### src/rtl/tt_scan_ctrl.sv
// Scan-chain master for tt_dpll: shifts a host pattern into the DPLL chain, runs N
// functional capture cycles, unloads the chain and returns the word over valid/ready.
module tt_scan_ctrl #(
  parameter int CHAIN_LEN = 37,
  parameter int CAP_W     = 8
) (
  input  logic                 i_clk_gen,
  input  logic                 i_rst,
  input  logic                 i_start_valid,
  output logic                 o_start_ready,
  input  logic [CHAIN_LEN-1:0] i_pattern,
  input  logic [CAP_W-1:0]     i_capture_cycles,
  output logic                 o_scan_en,
  output logic                 o_scan_in,
  input  logic                 i_scan_out,
  output logic                 o_result_valid,
  input  logic                 i_result_ready,
  output logic [CHAIN_LEN-1:0] o_result,
  output logic                 o_busy
);

  localparam int BW = $clog2(CHAIN_LEN + 1);
  localparam logic [BW-1:0] LAST_BIT = BW'(CHAIN_LEN - 1);

  typedef enum logic [2:0] {
    S_IDLE,
    S_SHIFT,
    S_CAPTURE,
    S_UNLOAD,
    S_DONE
  } state_t;

  state_t               state_q, state_d;
  logic [CHAIN_LEN-1:0] pat_q, pat_d;
  logic [CHAIN_LEN-1:0] result_q, result_d;
  logic [BW-1:0]        bit_cnt_q, bit_cnt_d;
  logic [CAP_W-1:0]     cap_cnt_q, cap_cnt_d;
  logic                 scan_en_q, scan_en_d;
  logic                 scan_in_q, scan_in_d;
  logic                 result_valid_q, result_valid_d;

  // Outputs are computed one cycle ahead so scan_en/scan_in/result_valid leave flops directly.
  always_comb begin
    // NOTE: every signal assigned here gets a default first, so no path leaves one unassigned (no latch).
    state_d        = state_q;
    pat_d          = pat_q;
    result_d       = result_q;
    bit_cnt_d      = bit_cnt_q;
    cap_cnt_d      = cap_cnt_q;
    scan_en_d      = scan_en_q;
    scan_in_d      = scan_in_q;
    result_valid_d = result_valid_q;

    case (state_q)
      S_IDLE: begin
        if (i_start_valid) begin
          state_d   = S_SHIFT;
          pat_d     = i_pattern >> 1;
          cap_cnt_d = i_capture_cycles;
          bit_cnt_d = LAST_BIT;
          scan_en_d = 1'b1;
          scan_in_d = i_pattern[0];
          result_d  = '0;
        end
      end

      S_SHIFT: begin
        if (bit_cnt_q != '0) begin
          bit_cnt_d = bit_cnt_q - BW'(1);
          scan_in_d = pat_q[0];
          pat_d     = pat_q >> 1;
        end else if (cap_cnt_q != '0) begin
          state_d   = S_CAPTURE;
          cap_cnt_d = cap_cnt_q - CAP_W'(1);
          scan_en_d = 1'b0;
          scan_in_d = 1'b0;
        end else begin
          // Zero capture cycles: go straight to unload with scan_en held high.
          state_d   = S_UNLOAD;
          bit_cnt_d = LAST_BIT;
          scan_in_d = 1'b0;
        end
      end

      S_CAPTURE: begin
        if (cap_cnt_q != '0) begin
          cap_cnt_d = cap_cnt_q - CAP_W'(1);
        end else begin
          state_d   = S_UNLOAD;
          bit_cnt_d = LAST_BIT;
          scan_en_d = 1'b1;
        end
      end

      S_UNLOAD: begin
        // First sampled bit drifts down to result[0] after CHAIN_LEN samples.
        result_d = {i_scan_out, result_q[CHAIN_LEN-1:1]};
        if (bit_cnt_q != '0) begin
          bit_cnt_d = bit_cnt_q - BW'(1);
        end else begin
          state_d        = S_DONE;
          scan_en_d      = 1'b0;
          result_valid_d = 1'b1;
        end
      end

      S_DONE: begin
        if (i_result_ready) begin
          state_d        = S_IDLE;
          result_valid_d = 1'b0;
        end
      end

      default: state_d = S_IDLE;
    endcase
  end

  always_ff @(posedge i_clk_gen) begin
    // NOTE: sequential state uses non-blocking assignments so all flops update together at the edge.
    if (i_rst) begin
      state_q        <= S_IDLE;
      result_q       <= '0;
      bit_cnt_q      <= '0;
      cap_cnt_q      <= '0;
      scan_en_q      <= 1'b0;
      scan_in_q      <= 1'b0;
      result_valid_q <= 1'b0;
    end else begin
      state_q        <= state_d;
      result_q       <= result_d;
      bit_cnt_q      <= bit_cnt_d;
      cap_cnt_q      <= cap_cnt_d;
      scan_en_q      <= scan_en_d;
      scan_in_q      <= scan_in_d;
      result_valid_q <= result_valid_d;
    end
  end

  // NOTE: the pattern holding register is pure datapath, always loaded before use, so it has no reset.
  always_ff @(posedge i_clk_gen) begin
    pat_q <= pat_d;
  end

  assign o_scan_en      = scan_en_q;
  assign o_scan_in      = scan_in_q;
  assign o_result_valid = result_valid_q;
  assign o_result       = result_q;
  assign o_start_ready  = (state_q == S_IDLE);
  assign o_busy         = (state_q != S_IDLE);

endmodule

### config.mk
export PLATFORM = sky130hd
export DESIGN_NAME = tt_scan_ctrl
export DESIGN_NICKNAME = d
export VERILOG_FILES = /design/src/rtl/tt_scan_ctrl.sv
export SDC_FILE = /design/constraint.sdc
export NUM_CORES = 1
export LEC_CHECK = 0
export CAP_MARGIN = 20
export CORE_UTILIZATION = 46
export DETAILED_ROUTE_END_ITERATION = 8
export GPL_TIMING_DRIVEN = 0
export PLACE_DENSITY = 0.76
export SLEW_MARGIN = 20
export SYNTH_ARGS = -nofsm -noshare
export SYNTH_HDL_FRONTEND = slang
export SYNTH_SLANG_ARGS = --single-unit
### constraint.sdc
create_clock -name i_clk_gen -period 2.36 [get_ports i_clk_gen]
set_input_delay 0.472 -clock i_clk_gen [delete_from_list [all_inputs] [get_ports i_clk_gen]]
set_output_delay 0.472 -clock i_clk_gen [all_outputs]
set_load 0.02 [all_outputs]
# After elaboration in Yosys (flattened, before gate mapping)

Cells that the tools add are included.

Reductions and logical operators: 17
Equal/unequal tests: 12
Add/subtract/negate cells: 2
Muxes and demuxes: 33

Operator list:

| kind                | number |
|---|---|
| $pmux 37 s2         | 2 |
| $mux 37             | 3 |
| $mux 6              | 4 |
| $mux 8              | 3 |
| $pmux 6 s4          | 1 |
| $pmux 8 s3          | 1 |
| $ne 2x2->1 const B  | 8 |
| $mux 3              | 5 |
| $pmux 3 s5          | 1 |
| $reduce_and 3->1    | 4 |
| $mux 1              | 10 |
| $reduce_bool 8->1   | 1 |
| $sub 8x1->8 const B | 1 |
| $eq 3x2->1 const B  | 2 |
| $reduce_and 6->1    | 1 |
| $reduce_bool 2->1   | 3 |
| $reduce_bool 3->1   | 2 |
| $reduce_bool 6->1   | 1 |
| $sub 6x1->6 const B | 1 |
| $reduce_and 5->1    | 1 |
| $pmux 1 s2          | 2 |
| $pmux 1 s4          | 1 |
| $reduce_and 2->1    | 2 |
| $reduce_bool 4->1   | 1 |
| other kinds (3)     | 3 |

Output and inout port bits: 42
Bits in registers: 94
Logic and storage cells: 72
Input port bits: 50

# Depth between registers and ports, before layout

Word-level depth: 4
Mapped depth: 8

# Worst setup path after synthesis

No wires, ideal clock.

Path type: register to register
From: register state_q[0]
To: register pat_q[0], enable pin
Required time: 1.968 ns
Arrival: 1.995 ns
Stages on the path, launching flop included: 8
Buffers on the path: 4
Setup time: 0.392 ns
Slack: -0.027 ns
Period minus slack after synthesis: 2.387 ns
Cells stage by stage: dfxtp_1 > buf_4 > nand2b_1 > clkbuf_1 > nor2_1 > buf_2 > buf_2 > a21o_1

Cells in the longest elaborated chain, start to end: 3
Elaborated cells between the ends (all ways): 6

Ends and longest elaborated chain:

| item                                                                    | RTL line | RTL |
|---|---|---|
| start, declared                                                         | 33       | `state_t state_q, state_d;` |
| start signal, assigned                                                  | 129      | `state_q <= state_d;` |
| $eq 3x1->1 / $logic_not 3->1 (equally long branches)                    | 54       | `case (state_q)` |
| $ne 2x2->1 (no source line) / $reduce_bool 2->1 (equally long branches) | --       |  |
| $reduce_and 3->1 (no source line) (*)                                   | --       |  |
| end signal, assigned                                                    | 141      | `pat_q <= pat_d;` |
| end, declared                                                           | 34       | `logic [CHAIN_LEN-1:0] pat_q, pat_d;` |

Mark *: on every way between the ends. The rest lies on a longest branch, timed or not.
A chain may end at the register's enable or synchronous reset.

# Final worst setup path

From: register state_q[2]
To: output o_start_ready

Cells in the longest elaborated chain, start to end: 1

Ends and longest elaborated chain:

| item            | RTL line | RTL |
|---|---|---|
| $logic_not 3->1 | 148      | `assign o_start_ready = (state_q == S_IDLE);` |
| end, declared   | 10       | `output logic o_start_ready,` |

No other way between the ends.

==> metrics <==
Fmax 0.443 GHz; crit-path cells clkbuf_4, or3_1, inv_1, dlygate4sd2_1; RSZ-0062 raised after global routing false; total negative slack 0 ps; area grow syn2layout 30.2%; kind of cell adding the most delay to the critical path buffers and inverters; post-synthesis sequential area ratio 0.532; number of buffers created by CTS 9; Setup crit end kind primary output; CP Class flip-flop to primary output; clock slew seen by the registers of the worst setup and hold paths roughly 100 ps; Synth Cell Area 4170 um^2; CTS Sinks 93; Initial Util 0.476; via count between 3k and 4k; root buffer cell clkbuf_8; average cell area after synthesis 11.1 um^2; # setup viols final 0; capturing point of the worst reg2reg path bit_cnt_q[0]$_SDFFE_PP0P_; CP Depth 4; final net count roughly 530; slew margin rel. 0.506; fin crit share 0.957; placed insts 576; layout cells sized above 1 0.168; DRC viols 0; Total Wirelength 9780 um; WL/cell 16.5 um; Seq cells post-synth 93; Synth Area in Compound Gates 0.181; Synth async-reset ratio 0; total die area 9460 um^2; Critical Path End o_start_ready; commonest non-fill, non-tap cell in the layout clkdlybuf4s50_1; Std-Cell Core Area 8760 um^2; R2R Path Start cap_cnt_q[0]$_SDFFE_PP0P_; R2R depth 7; Yosys warnings 0; Pre-antenna DRT Iters 5; CTS tree done; number of synthesized flops with an enable pin 36; slowest CP cell or3_1; number of top-level pins 92; I/O Buffers 91; Worst Path Max Fanout 19; Worst VDD drop just over 600 uV; Setup crit start state_q[2]$_SDFFE_PP0P_; Final ANT Viol Nets 0; final cell count without fillers 591; dpl hpwl 6710 um; CP startpoint kind flip-flop; CTS max path bufs 2; Clk Latency, worst-skew pair between 300 and 400 ps; R2R setup slack 150 ps; CP Data Required Time 1890 ps; filler instances 749; Vias per Instance 5.71; leak pwr 1.87 nW; most frequent cells in the layout clkdlybuf4s50_1, dfxtp_1, nor2_1; Total GRT Usage 0.206; Die Wd 97.3 um; fin area around 5400 um^2; H-tree depth 3; Post-Synth XOR/XNOR Area 0.00600; slew at the pin closest to its max-slew limit between 700 and 800 ps; worst hold path type flip-flop to flip-flop; # rows 34; DIE HEIGHT a little under 100 um; initial DRC count 199; Final Total Pwr 6.49 mW; initial antenna violation count 0; final cell utilization of the core 0.620; number of global-route vias before repair around 3.3k; grt ovf 0; syn_nets 430; routability cong. 0.876; Final Slew Violations 0; area share of fa/ha/maj cells after synthesis 0.00899; Tmin final 2260 ps; Fin Clk Skew 17.6 ps; Antenna Cells 0; register area 2220 um^2; mux cell area share after synthesis 0.108; largest net degree at the start of global routing 37; status finished clean; Main synth FF type dfxtp_1; Yosys cell types 60; Post-Synthesis Cells ~380; worst path arrival time 1790 ps; largest family of logic cells by synthesized area compound AO/OA/AOI/OAI gates; Max Cap Viol 0; pwr dens 1190 nW/um^2; final hold vios 0; Post-DP Area 5220 um^2; slowest stage delay, CP 410 ps; Synth Area in Simple Gates 0.126; first-pass GRT wire length 15,800 um; area of the multi-input gates 1830 um^2; CP Buf/Inv Count 3; HP Start o_result_valid$_SDFFE_PP0P_
## layout make-up
type	instances	area share
multi-input combinational	247	0.336
clock inverter	7	0.0127
tap	108	0.0249
sequential	93	0.409
buffer	25	0.0200
clock buffer	9	0.0228
inverter	11	0.00759
timing repair buffer	91	0.167
## cells in the mapped netlist (3+ instances only)
master,count,area share
and2_1,3,0.0045
nand2_1,12,0.011
a21oi_1,14,0.017
o21ai_0,5,0.0060
nor2_1,48,0.043
a311oi_1,3,0.0063
ha_1,3,0.0090
nand2b_1,3,0.0045
nand3_1,4,0.0048
edfxtp_1,36,0.26
nor4b_1,3,0.0063
clkbuf_1,20,0.018
mux2_2,37,0.10
nor3_1,12,0.014
a22oi_1,39,0.070
inv_1,10,0.0090
a211oi_1,7,0.013
dfxtp_1,57,0.27
buf_2,5,0.0060
o31ai_1,4,0.0072
or3_1,4,0.0060
## per-stage QoR
| stage | worst slack, ps | hold slack, ps |
|---|---|---|
| 3_3_place_gp | -430 | 452 |
| 4_1_cts | 81.8 | 466 |
| 6_report | 102 | 469 |
| 3_5_place_dp | -438 | 451 |
| 5_1_grt | 4.85 | 488 |
| 2_1_floorplan | 272 | 447 |
## sequential cells by signal, indices dropped and copies added (netlist names)
| register | cells |
|---|---|
| o_result | 37 |
| state_q | 3 |
| o_result_valid | 1 |
| cap_cnt_q | 8 |
| bit_cnt_q | 6 |
| pat_q | 36 |
| o_scan_in | 1 |
| o_scan_en | 1 |
## power breakdown
group / leakage [nW] / internal [mW] / total, mW / switching, mW
Clock: 0.102 / 0.454 / 1.06 / 0.603
Combinational: 0.953 / 1.24 / 2.89 / 1.65
Sequential: 0.811 / 2.31 / 2.54 / 0.232
Total: 1.87 / 4.00 / 6.49 / 2.49
## cell families (layout without fill, tap and decap cells)
kind of cell	count (synthesis)	count (layout)
XOR/XNOR	2	2
AO/OA/AOI/OAI	96	97
adder cells (fa/ha/maj)	3	3
AND/OR/NAND/NOR	105	105
buffers and inverters	38	143
flip-flops	93	93
multiplexers	40	40
## worst min path at each step
stage	end	slack, ps	cells after the start
after floorplan	cap_cnt_q[7]$_SDFFE_PP0P_	450	2
after global placement	o_result_valid$_SDFFE_PP0P_	450	2
after detailed placement	o_result_valid$_SDFFE_PP0P_	450	2
after CTS	o_result_valid$_SDFFE_PP0P_	470	2
after global routing	o_result_valid$_SDFFE_PP0P_	490	2
final	o_result_valid$_SDFFE_PP0P_	470	2
## worst reg2reg max path, stage by stage, from the launching register on
cell       delay (ps)
dfxtp_1           370
inv_1              70
ha_1              230
or4b_1            430
buf_2             180
or3_4             420
a31oi_4           220
a2111oi_0         130
## per-layer routing
layer	wire length (um)	track usage	vias to the layer above
li1	-	-	1627
met1	4490	0.276	1630
met2	4550	0.322	104
met3	534	0.0460	14
met4	204	0.0860	0
met5	0	0	-
## repair_timing
| item | in CTS | in global routing |
|---|---|---|
| cloned | 0 | 1 |
| resized for setup | 5 | 3 |
| endpoints found under the setup margin | 38 | 37 |
| buffers inserted | 0 | 0 |
| hold buffers | 0 | 0 |
| pin swaps | 0 | 1 |
No activity file was read; power rests on OpenSTA's default activity.
